==> config.mk <==
export PLATFORM = sky130hd
export DESIGN_NAME = tinyalu_cmd_issuer
export DESIGN_NICKNAME = d
export VERILOG_FILES = /design/src/rtl/tinyalu_cmd_issuer.sv
export SDC_FILE = /design/constraint.sdc
export NUM_CORES = 1
export LEC_CHECK = 0
export ABC_AREA = 1
export CAP_MARGIN = 20
export CORE_ASPECT_RATIO = 1.75
export CORE_MARGIN = 4
export CORE_UTILIZATION = 49
export CTS_CLUSTER_DIAMETER = 50
export DETAILED_ROUTE_END_ITERATION = 8
export PLACE_DENSITY = 0.83
export SLEW_MARGIN = 40
export SYNTH_ARGS = -nofsm -noshare
export SYNTH_HDL_FRONTEND = slang
export SYNTH_SLANG_ARGS = --single-unit
==> constraint.sdc <==
create_clock -name clk -period 2.35 [get_ports clk]
set_input_delay 0.47 -clock clk [delete_from_list [all_inputs] [get_ports clk]]
set_output_delay 0.47 -clock clk [all_outputs]
set_load 0.05 [all_outputs]
==> src/rtl/tinyalu_cmd_issuer.sv <==
// Command front-end for the TinyALU core: buffers commands in a FIFO, runs them one at a time
// under the start/done protocol with a done watchdog, and returns status-tagged responses.
module tinyalu_cmd_issuer #(
    parameter int unsigned DEPTH   = 4,
    parameter int unsigned TIMEOUT = 16
) (
    input  logic        clk,
    input  logic        reset_n,

    input  logic        cmd_valid,
    output logic        cmd_ready,
    input  logic [7:0]  cmd_a,
    input  logic [7:0]  cmd_b,
    input  logic [2:0]  cmd_op,

    output logic        rsp_valid,
    input  logic        rsp_ready,
    output logic [15:0] rsp_result,
    output logic [2:0]  rsp_op,
    output logic [1:0]  rsp_status,

    output logic [7:0]  A,
    output logic [7:0]  B,
    output logic [2:0]  op,
    output logic        start,
    input  logic        done,
    input  logic [15:0] result
);

    localparam int unsigned AW = (DEPTH > 1) ? $clog2(DEPTH) : 1;
    localparam int unsigned CW = $clog2(TIMEOUT + 1);

    localparam logic [1:0] StatusOk      = 2'b00;
    localparam logic [1:0] StatusNoop    = 2'b01;
    localparam logic [1:0] StatusIllegal = 2'b10;
    localparam logic [1:0] StatusTimeout = 2'b11;

    typedef enum logic [1:0] {
        StIdle,
        StBusy,
        StResp
    } state_e;

    // ------------------------------------------------------------------
    // Command FIFO
    // ------------------------------------------------------------------
    logic [18:0]   mem [DEPTH];
    logic [AW-1:0] wr_ptr_q, rd_ptr_q;
    logic [AW:0]   count_q;
    logic          full, empty, push, pop;
    logic [18:0]   head;
    logic [7:0]    head_a, head_b;
    logic [2:0]    head_op;

    assign full      = (count_q == (AW + 1)'(DEPTH));
    assign empty     = (count_q == '0);
    // Gated by reset_n so the upstream never sees a handshake during reset.
    assign cmd_ready = reset_n && !full;
    assign push      = cmd_valid && cmd_ready;

    assign head    = mem[rd_ptr_q];
    assign head_a  = head[7:0];
    assign head_b  = head[15:8];
    assign head_op = head[18:16];

    always_ff @(posedge clk) begin
        if (push) begin
            mem[wr_ptr_q] <= {cmd_op, cmd_b, cmd_a};
        end
    end

    always_ff @(posedge clk or negedge reset_n) begin
        if (!reset_n) begin
            wr_ptr_q <= '0;
            rd_ptr_q <= '0;
            count_q  <= '0;
        end else begin
            if (push) begin
                wr_ptr_q <= wr_ptr_q + 1'b1;
            end
            if (pop) begin
                rd_ptr_q <= rd_ptr_q + 1'b1;
            end
            if (push && !pop) begin
                count_q <= count_q + 1'b1;
            end else if (pop && !push) begin
                count_q <= count_q - 1'b1;
            end
        end
    end

    // ------------------------------------------------------------------
    // Issue FSM
    // ------------------------------------------------------------------
    state_e      state_q, state_d;
    logic [CW-1:0] cnt_q, cnt_d;
    logic [7:0]  a_q, a_d, b_q, b_d;
    logic [2:0]  op_q, op_d;
    logic        start_q, start_d;
    logic [15:0] rsp_result_q, rsp_result_d;
    logic [2:0]  rsp_op_q, rsp_op_d;
    logic [1:0]  rsp_status_q, rsp_status_d;
    logic        head_legal;

    assign head_legal = (head_op != 3'd0) && (head_op <= 3'd4);

    always_ff @(posedge clk or negedge reset_n) begin
        if (!reset_n) begin
            state_q      <= StIdle;
            cnt_q        <= '0;
            a_q          <= '0;
            b_q          <= '0;
            op_q         <= '0;
            start_q      <= 1'b0;
            rsp_result_q <= '0;
            rsp_op_q     <= '0;
            rsp_status_q <= '0;
        end else begin
            state_q      <= state_d;
            cnt_q        <= cnt_d;
            a_q          <= a_d;
            b_q          <= b_d;
            op_q         <= op_d;
            start_q      <= start_d;
            rsp_result_q <= rsp_result_d;
            rsp_op_q     <= rsp_op_d;
            rsp_status_q <= rsp_status_d;
        end
    end

    always_comb begin
        state_d      = state_q;
        cnt_d        = cnt_q;
        a_d          = a_q;
        b_d          = b_q;
        op_d         = op_q;
        start_d      = start_q;
        rsp_result_d = rsp_result_q;
        rsp_op_d     = rsp_op_q;
        rsp_status_d = rsp_status_q;
        pop          = 1'b0;

        unique case (state_q)
            StIdle: begin
                if (!empty) begin
                    pop      = 1'b1;
                    rsp_op_d = head_op;
                    if (head_legal) begin
                        a_d     = head_a;
                        b_d     = head_b;
                        op_d    = head_op;
                        start_d = 1'b1;
                        cnt_d   = '0;
                        state_d = StBusy;
                    end else begin
                        // No-op and illegal opcodes complete locally; the ALU pins stay put.
                        rsp_result_d = '0;
                        rsp_status_d = (head_op == 3'd0) ? StatusNoop : StatusIllegal;
                        state_d      = StResp;
                    end
                end
            end
            StBusy: begin
                if (done) begin
                    rsp_result_d = result;
                    rsp_status_d = StatusOk;
                    start_d      = 1'b0;
                    state_d      = StResp;
                end else if (cnt_q == CW'(TIMEOUT - 1)) begin
                    rsp_result_d = 16'hFFFF;
                    rsp_status_d = StatusTimeout;
                    start_d      = 1'b0;
                    state_d      = StResp;
                end else begin
                    cnt_d = cnt_q + 1'b1;
                end
            end
            StResp: begin
                if (rsp_ready) begin
                    state_d = StIdle;
                end
            end
            default: begin
                start_d = 1'b0;
                state_d = StIdle;
            end
        endcase
    end

    assign A          = a_q;
    assign B          = b_q;
    assign op         = op_q;
    assign start      = start_q;
    assign rsp_valid  = (state_q == StResp);
    assign rsp_result = rsp_result_q;
    assign rsp_op     = rsp_op_q;
    assign rsp_status = rsp_status_q;

endmodule

==> results of run 1 <==
-- layout by cell type (no fill, tap or decap), drive strengths merged, types with 18 or more instances in the layout --
master,count
buf,19
clkbuf,20
clkdlybuf4s50,79
dfrtp,55
edfxtp,76
inv,35
nand2,234
nand3,18
nand4,19
nor2,67
o21ai,24
-- worst paths after layout --
check,startpoint,end,slack [ps],cells after the start
setup / recovery,reset_n,cmd_ready,130,4
min in group clk,rsp_result[14],rsp_result[14],480,2
setup reg to reg,rd_ptr_q[0],op[1],190,11
max in group asynchronous,reset_n,rd_ptr_q[1],1030,3
hold reg to reg,rsp_result[14],rsp_result[14],480,2
hold / removal,reset_n,wr_ptr_q[0],440,2
-- metrics by stage --
step,setup slack [ps],utilization (%),power (mW),instances,cell area (µm²)
global route,-5.84,65.3,11.7,811,7290
floorplan,153,-,6.60,572,5590
CTS,94.2,65.2,11.1,811,7280
detailed placement,162,59.3,8.12,778,6620
global placement,239,59.3,7.95,778,6620
finish,126,65.3,11.0,811,7290
-- layer usage --
layer | wire length, µm | share of wire (%)
met1 | 4630 | 36
met2 | 7110 | 55
met3 | 804 | 6.3
met4 | 269 | 2.1
met5 | 0 | 0
-- area by class of cell --
class / instances / area share [%]
clock buffers: 20 / 6.13
clock inverters: 12 / 2.85
inverters: 37 / 1.99
multi-input cells: 379 / 23.0
flip-flops and latches: 131 / 50.2
well taps: 132 / 2.27
repair buffers: 100 / 13.5
-- kinds of logic after synthesis --
group / Yosys count / share of synthesized area [%]
flops: 131 / 65.4
xor+xnor: 4 / 0.626
fa+ha+maj: 9 / 2.15
mux: 1 / 0.201
compound gates: 27 / 2.71
simple gates: 338 / 24.3
buf+inv: 62 / 4.63
-- flip-flops by register name, indices dropped and copies added, names as in the netlist --
name        count
mem            76
rsp_result     16
A               8
B               8
cnt_q           5
count_q         3
op              3
rsp_op          3
rd_ptr_q        2
rsp_status      2
state_q         2
wr_ptr_q        2
start           1
-- what timing repair did --
| action | in CTS | in global routing |
|---|---|---|
| cloned | 0 | 0 |
| gates resized for setup | 1 | 4 |
| setup endpoints to repair | 1 | 14 |
| hold buffers | 1 | 0 |
| hold endpoints to repair | 6 | 0 |
| setup buffers | 0 | 0 |
-- power by group through the flow --
stage	Clock, mW	Sequential (mW)	Combinational, mW
after floorplan	0	4.40	2.20
after global placement	0	3.38	4.57
after detailed placement	0	3.40	4.72
after CTS	2.90	3.37	4.80
after global routing	3.02	3.43	5.25
final	2.88	3.38	4.79
==> results.py, run 1 <==
metrics = {
    "status": {
        "status": "complete, no violations",
    },
    "grt": {
        "grtUsageMet1_pct": 21.8,
        "grt_overflow": 0,
        "use_met3_pct": 5.97,
        "grt_pass1_vias": 4336,
        "grt_pass1_wl_mm": 20.5,
        "grt_usage_pct": 20.7,
        "grt_max_degree": 50,
        "antenna_found_initial": 0,
        "busiest_layer": "met2",
        "grt_use_met2_pct": 37.4,
    },
    "clock_network": {
        "cts_made_buffers": 17,
        "htreeDepth": 4,
        "clock_latency_ps": 420,
        "clk_pin_slew_ps": 60,
        "cts_num_sinks": 131,
        "cts-root-buf": "clkbuf_16",
        "cts_buffer_depth": 2,
        "tritoncts": "yes",
    },
    "drt": {
        "dr.pass1.iters": 5,
        "vias": 4223,
        "via_per_inst": 5.21,
        "drt_wl_total_mm": 12.8,
        "wl_per_cell_um": 15.8,
        "antenna_left": 0,
        "drt_iter0_markers": 280,
        "drcViolationCount": 0,
    },
    "finish": {
        "antenna_cells_inserted": 0,
        "drive_above_1_share_pct": 8.84,
        "multi_input_area_um2": 1680,
        "nFillCells": 785,
        "final_nets": 715,
        "seqCellArea_um2": 3660,
        "area_growth_syn_to_layout_pct": 30.3,
    },
    "die": {
        "coreArea_um2": 11200,
        "initial_core_util_pct": 50.1,
        "ios": 83,
        "rows": 51,
        "die_area_um2": 13300,
        "die_x_um": 88.8,
        "die_height_um": 149,
    },
    "sta": {
        "hold_viol_final": 0,
        "fin_setup_tns_ps": 0,
        "slew_headroom_pct": 53.2,
        "setup_viol": 0,
        "fin_crit_ps": 2220,
        "hold_slack_ps": 441,
        "skew_ps": 9.83,
        "timing.final.crit_share_pct": 94.6,
        "fmax_mhz": 450,
        "slew_violations": 0,
        "tightest_slew_ps": 700,
    },
    "placed_design": {
        "port_buffers": 82,
        "routabilityCongestion": 0.863,
        "dp_hpwl_mm": 8.51,
    },
    "worst_setup_path": {
        "cp-start-kind": "primary input",
        "required_ps": 1880,
        "cpLargestDelayFamily": "buffers and inverters",
        "slowest_delay_ps": 530,
        "critical_path.max_fanout": 9,
        "slowest_stage": "dlygate4sd3_1",
        "path_class": "in2out",
        "end_kind": "output pin",
        "worstPathCellList": "dlygate4sd3_1 > buf_2 > a21boi_0 > buf_12",
        "path_buf_inv": 3,
        "arrival_ps": 1750,
    },
    "power_and_ir_drop": {
        "leakage_nw": 3.25,
        "power_switching_mw": 4.60,
        "sw_frac_of_total_pct": 41.6,
        "clkPwrFrac_pct": 26.0,
        "power.internal_mw": 6.45,
        "ir_drop_v": 0.00112,
        "p_seq_share_pct": 30.6,
        "combPwrFrac_pct": 43.3,
        "power.density_nw_per_um2": 1520,
    },
    "min_path": {
        "hold_class": "in2async",
    },
    "logic_synthesis": {
        "synth_area_leaders": "edfxtp_1 (41%), dfrtp_1 (25%), nand2_1 (16%)",
        "synth_most_common_cell": "nand2_1",
        "synthArstFlopShare_pct": 42.0,
        "synth_top_area_share_pct": 40.8,
        "yosysSeqAreaShare_pct": 65.4,
        "ys_top_cells_by_count": "nand2_1 (233), edfxtp_1 (76), nor2_1 (65), dfrtp_1 (55), inv_1 (33)",
        "ys_types": 25,
        "postSynthAreaPerCell_um2": 9.78,
        "ys_warn_count": 0,
        "synthFlopType": "edfxtp_1",
        "yosys.area.top_type": "edfxtp_1",
        "synth-edff-count": 76,
        "ys_ff_latch": 131,
        "syn_nets": 621,
        "syn_area_um2": 5590,
        "synthCells": 572,
    },
    "job": {
        "cap_violations": 0,
    },
}
(Power assumes the default switching activity.)
==> inputs of run 2 (changes only) <==
--- a/config.mk
+++ b/config.mk
@@ -6,7 +6,7 @@
 export NUM_CORES = 1
 export LEC_CHECK = 0
 export ABC_AREA = 1
-export CAP_MARGIN = 20
+export CAP_MARGIN = 5
 export CORE_ASPECT_RATIO = 1.75
 export CORE_MARGIN = 4
 export CORE_UTILIZATION = 49
==> results of run 2 <==
Final layout, timing and power as in run 1 (identical DEF).
==> RTL edit 1, RTL diff (settings of run 2) <==
Reset style: synchronous (`reset_n`), changed in 2 clocked blocks.
--- a/src/rtl/tinyalu_cmd_issuer.sv
+++ b/src/rtl/tinyalu_cmd_issuer.sv
@@ -70,5 +70,5 @@
     end
 
-    always_ff @(posedge clk or negedge reset_n) begin
+    always_ff @(posedge clk) begin
         if (!reset_n) begin
             wr_ptr_q <= '0;
@@ -105,5 +105,5 @@
     assign head_legal = (head_op != 3'd0) && (head_op <= 3'd4);
 
-    always_ff @(posedge clk or negedge reset_n) begin
+    always_ff @(posedge clk) begin
         if (!reset_n) begin
             state_q      <= StIdle;
Check against the original RTL: differs if reset_n is asserted again (counterexample within 4 cycles, from zero or initial values and one cycle with reset_n low); with reset_n held inactive, the same outputs for 4 cycles.
==> RTL edit 1 against run 2 <==
Clock skew fell by 3.8 ps; maximum frequency rose by 5.1%; power fell by 9.2%; via count rose by 8.2%; wire length rose by 2.6%; cell area rose by 0.96%; core utilization rose by 0.63 points; sequential cell count rose by 2; count of clock-buffer cells in the layout fell by 2; critical path depth rose by 6; sequential power fell by 10%; area after synthesis rose by 0.69%; worst setup slack improved by 110 ps; critical endpoint is now count_q[2]$_SDFFE_PN0P_; largest cell class unchanged; highest routed layer unchanged.
==> RTL edit 1: results (changes against run 2) <==
run status finished clean (unchanged); GP Congestion 0.886 (was 0.863); vias per std cell 5.25 (was 5.21); Top delay family on crit path simple AND/OR/NAND/NOR gates (was buffers and inverters); # fillers 782 (was 785); vias in the first global route 4568 (was 4336); Post-Synth Adder-Cell Area 0.0213 (was 0.0215); worst vdd ir 0.000919 V (was 0.00112 V); Post-Syn Instances 631 (was 572); worst hold path type flip-flop to flip-flop (was input port to asynchronous set/reset pin); LEAKAGE 3.06 nW (was 3.25 nW); first-pass GRT wire length 21300 um (was 20500 um); ys async rst share 0 (was 0.420); CP max-delay cell fa_1 (was dlygate4sd3_1); fin nets 775 (was 715); DP Area 6710 um^2 (was 6620 um^2); top post-synthesis cells by area edfxtp_1 (41%), dfxtp_1 (20%), nor2_1 (9.4%) (was edfxtp_1 (41%), dfrtp_1 (25%), nand2_1 (16%)); CP max stage delay 380 ps (was 530 ps); XOR/XNOR Fraction of Synth Area 0.00311 (was 0.00626); post-synthesis mux area share 0 (was 0.00201); Clock Skew 6.06 ps (was 9.83 ps); Worst Path Arrival 2410 ps (was 1750 ps); WL per Instance 15.1 um (was 15.8 um); distinct cell type count after synthesis 29 (was 25); worst slew pin tran 525 ps (was 700 ps)
-- RTL edit 1: cell types whose count changed in the layout (fill, tap and decap cells not counted), sizes merged, moves of 5 or more --
cell	change
buf	+5
inv	+49
nor2	+75
o21ai	+34
nand2	-109
a21oi	+16
dfrtp	-55
dfxtp	+57
-- RTL edit 1: path summary, 6_finish.rpt --
| path | startpoint | end | cells past startpoint |
|---|---|---|---|
| max | count_q[0]$_SDFFE_PN0P_ | count_q[2]$_SDFFE_PN0P_ | 10 |
| min | start$_SDFFE_PN0P_ | start$_SDFFE_PN0P_ | 2 |
| max reg2reg | count_q[0]$_SDFFE_PN0P_ | count_q[2]$_SDFFE_PN0P_ | 10 |
| min reg2reg | start$_SDFFE_PN0P_ | start$_SDFFE_PN0P_ | 2 |
-- RTL edit 1: power breakdown --
| part | internal [mW] | switching (mW) | total, mW | leakage, nW |
|---|---|---|---|---|
| Sequential | 2.82 | 0.212 | 3.03 | 1.16 |
| Combinational | 1.42 | 2.82 | 4.25 | 1.59 |
| Clock | 1.71 | 1.04 | 2.75 | 0.305 |
-- RTL edit 1: metal layers --
layer | vias up | share of wire | routed length [um] | track usage
li1 | 2219 | - | - | -
met4 | 0 | 0.024 | 320 | 0.0969
met3 | 32 | 0.060 | 788 | 0.0397
met5 | - | 0 | 0 | 0
met2 | 201 | 0.54 | 7090 | 0.380
met1 | 2117 | 0.38 | 4950 | 0.225
-- RTL edit 1: area by class of cell --
type / instances / area, um^2 / share of cell area
Sequential cell: 133 / 3420 / 0.465
Tap cell: 132 / 165 / 0.0224
Inverter: 77 / 294 / 0.0400
Clock inverter: 14 / 191 / 0.0260
Multi-Input combinational cell: 392 / 1800 / 0.245
Timing Repair Buffer: 105 / 1050 / 0.143
Clock buffer: 18 / 429 / 0.0583
==> RTL edit 2, RTL diff (flow settings as in run 2) <==
Without the edit above. The parameter `DEPTH` goes from 4 to 16.
--- a/src/rtl/tinyalu_cmd_issuer.sv
+++ b/src/rtl/tinyalu_cmd_issuer.sv
@@ -2,5 +2,5 @@
 // under the start/done protocol with a done watchdog, and returns status-tagged responses.
 module tinyalu_cmd_issuer #(
-    parameter int unsigned DEPTH   = 4,
+    parameter int unsigned DEPTH   = 16,
     parameter int unsigned TIMEOUT = 16
 ) (
Function: changed (a bounded check fails within 10 cycles, from zero or initial values and one cycle with reset_n low).
==> RTL edit 2 against run 2 <==
The flow now finishes with violations (negative setup slack); area after synthesis increased to 2.8 times the old value; worst setup slack got worse by 320 ps; via count increased to 2.8 times the old value; synthesized cell count increased to 2.7 times the old value; clock power increased by 92%; maximum frequency decreased by 13%; wire length increased to 3.2 times the old value; sequential cell count increased by 234; sequential power increased by 140%; sequential share of layout area increased by 5.0 points; cell area increased to 2.7 times the old value; count of clock-buffer cells in the layout increased by 31; power increased by 130%.
==> RTL edit 2: results (changes against run 2) <==
met2 GRT Util 0.390 (was 0.374); first-pass GRT wire length 61100 um (was 20500 um); Post-Syn Nets 1615 (was 621); Clock Skew 20.8 ps (was 9.83 ps); met3 Usage GRT 0.0355 (was 0.0597); number of flops mapped to enable cells by yosys 304 (was 76); run status finished with violations (was finished clean); WL met1 13900 um (was 4630 um); met2 WL post-DR 21600 um (was 7110 um); Multi-input gate area 4100 um^2 (was 1680 um^2); Sum Neg Setup Slack -3030 ps (was 0 ps); vias per std cell 5.46 (was 5.21); failing checks negative setup slack; GP Congestion 0.871 (was 0.863); TritonCTS Buffers 35 (was 17); Worst Path Arrival 2990 ps (was 1750 ps); largest net degree at the start of global routing 113 (was 50); Critical Path Source Type flip-flop (was input port); H-Tree Depth 2 (was 4); LEAKAGE 8.43 nW (was 3.25 nW); DP Area 17600 um^2 (was 6620 um^2); gr usage total 0.224 (was 0.207); top post-synthesis cells by area edfxtp_1 (58%), nand2_1 (12%), dfrtp_1 (9.6%) (was edfxtp_1 (41%), dfrtp_1 (25%), nand2_1 (16%)); initial antenna violation count 3 (was 0); fin worst setup slack -198 ps (was 126 ps); distinct cell type count after synthesis 29 (was 25); Worst R2R End rsp_result[2]$_DFFE_PN0P_ (was op[1]$_DFFE_PN0P_); drt first pass iters 6 (was 5); Max clock buf depth 3 (was 2); Setup-failing EPs final 18 (was 0); initial drt markers 1072 (was 280); hpwl dp 24200 um (was 8510 um); max FFs per register 304 (was 76); share of cells above drive strength 1 0.136 (was 0.0884); Post-synth top cells nand2_1 (519), edfxtp_1 (304), inv_1 (251), nand3_1 (234), dfrtp_1 (61) (was nand2_1 (233), edfxtp_1 (76), nor2_1 (65), dfrtp_1 (55), inv_1 (33)); sequential element share of the synthesized area 0.672 (was 0.654)
## RTL edit 2: changes by cell type after synthesis, sizes merged, moves of 16 or more
cell | before | now
nand3 | 18 | 235
buf | 18 | 59
o21ai | 24 | 46
inv | 36 | 257
nor2 | 67 | 28
nand2 | 234 | 523
nand4 | 19 | 3
edfxtp | 76 | 304
## RTL edit 2: what timing repair did
item / CTS / global route
setup buffers: 1 / 10
resized for setup: 4 / 83
gates cloned: 0 / 9
endpoints found under the hold margin: 0 / 0
endpoints found under the setup margin: 16 / 42
hold buffers: 0 / 0
pin swaps: 1 / 11
## RTL edit 2: how the worst max path moves through the flow
| stage | end | slack (ps) | cells after the start |
|---|---|---|---|
| 2_1_floorplan | count_q[4]$_DFFE_PN0P_ | 50 | 13 |
| 3_3_place_gp | count_q[4]$_DFFE_PN0P_ | -160 | 10 |
| 3_5_place_dp | count_q[4]$_DFFE_PN0P_ | -150 | 10 |
| 4_1_cts | rsp_result[2]$_DFFE_PN0P_ | -0.5 | 17 |
| 5_1_grt | rsp_result[0]$_DFFE_PN0P_ | -300 | 17 |
| 6_report | rsp_result[2]$_DFFE_PN0P_ | -200 | 16 |
## RTL edit 2: cell families (layout without fill, tap and decap cells)
kind of cell	Yosys count	after routing	share of synthesized area
simple gates	791	791	0.208
flops	365	365	0.672
buf+inv	330	507	0.0873
compound gates	52	52	0.0167
fa+ha+maj	14	14	0.0115
xor+xnor	9	9	0.00497
other cells	0	2	0
## RTL edit 2: critical path, cell delays in order, from the launching register on
cell and delay [ps]:
dfrtp_4 540, buf_12 160, clkinv_8 60, buf_8 110
nand2_2 40, nand3_1 90, nand3_1 110, nand3_2 120
nand2_4 70, nor2_4 130, ha_4 210, inv_2 70
nand2_2 70, nand2_2 110, nand3_4 170, clkbuf_16 220
o21ai_1 170
## RTL edit 2: stage by stage
step	setup WS (ps)	hold WS (ps)	power, mW	instances
after floorplan	47.4	174	14.9	1561
after global placement	-158	461	17.9	2051
after detailed placement	-146	462	18.2	2051
after CTS	-0.491	176	23.9	2116
after global routing	-297	120	26.9	2136
final	-198	78.2	25.6	2136
## RTL edit 2: power by group through the flow
stage / clock network [mW] / registers (mW) / logic [mW]
2_1_floorplan: 0 / 9.43 / 5.52
3_3_place_gp: 0 / 8.30 / 9.61
3_5_place_dp: 0 / 8.34 / 9.90
4_1_cts: 5.61 / 8.22 / 10.0
5_1_grt: 5.86 / 8.31 / 12.7
6_report: 5.52 / 8.25 / 11.8
## RTL edit 2: area by class of cell
type,instances,area share
clock inverter,13,0.00855
timing repair inverter,1,0.000324
tap,396,0.0256
timing repair buffer,184,0.101
inverter,258,0.0513
clock buffer,51,0.0490
sequential,365,0.552
multi-input combinational,866,0.212
antenna,2,0.000259
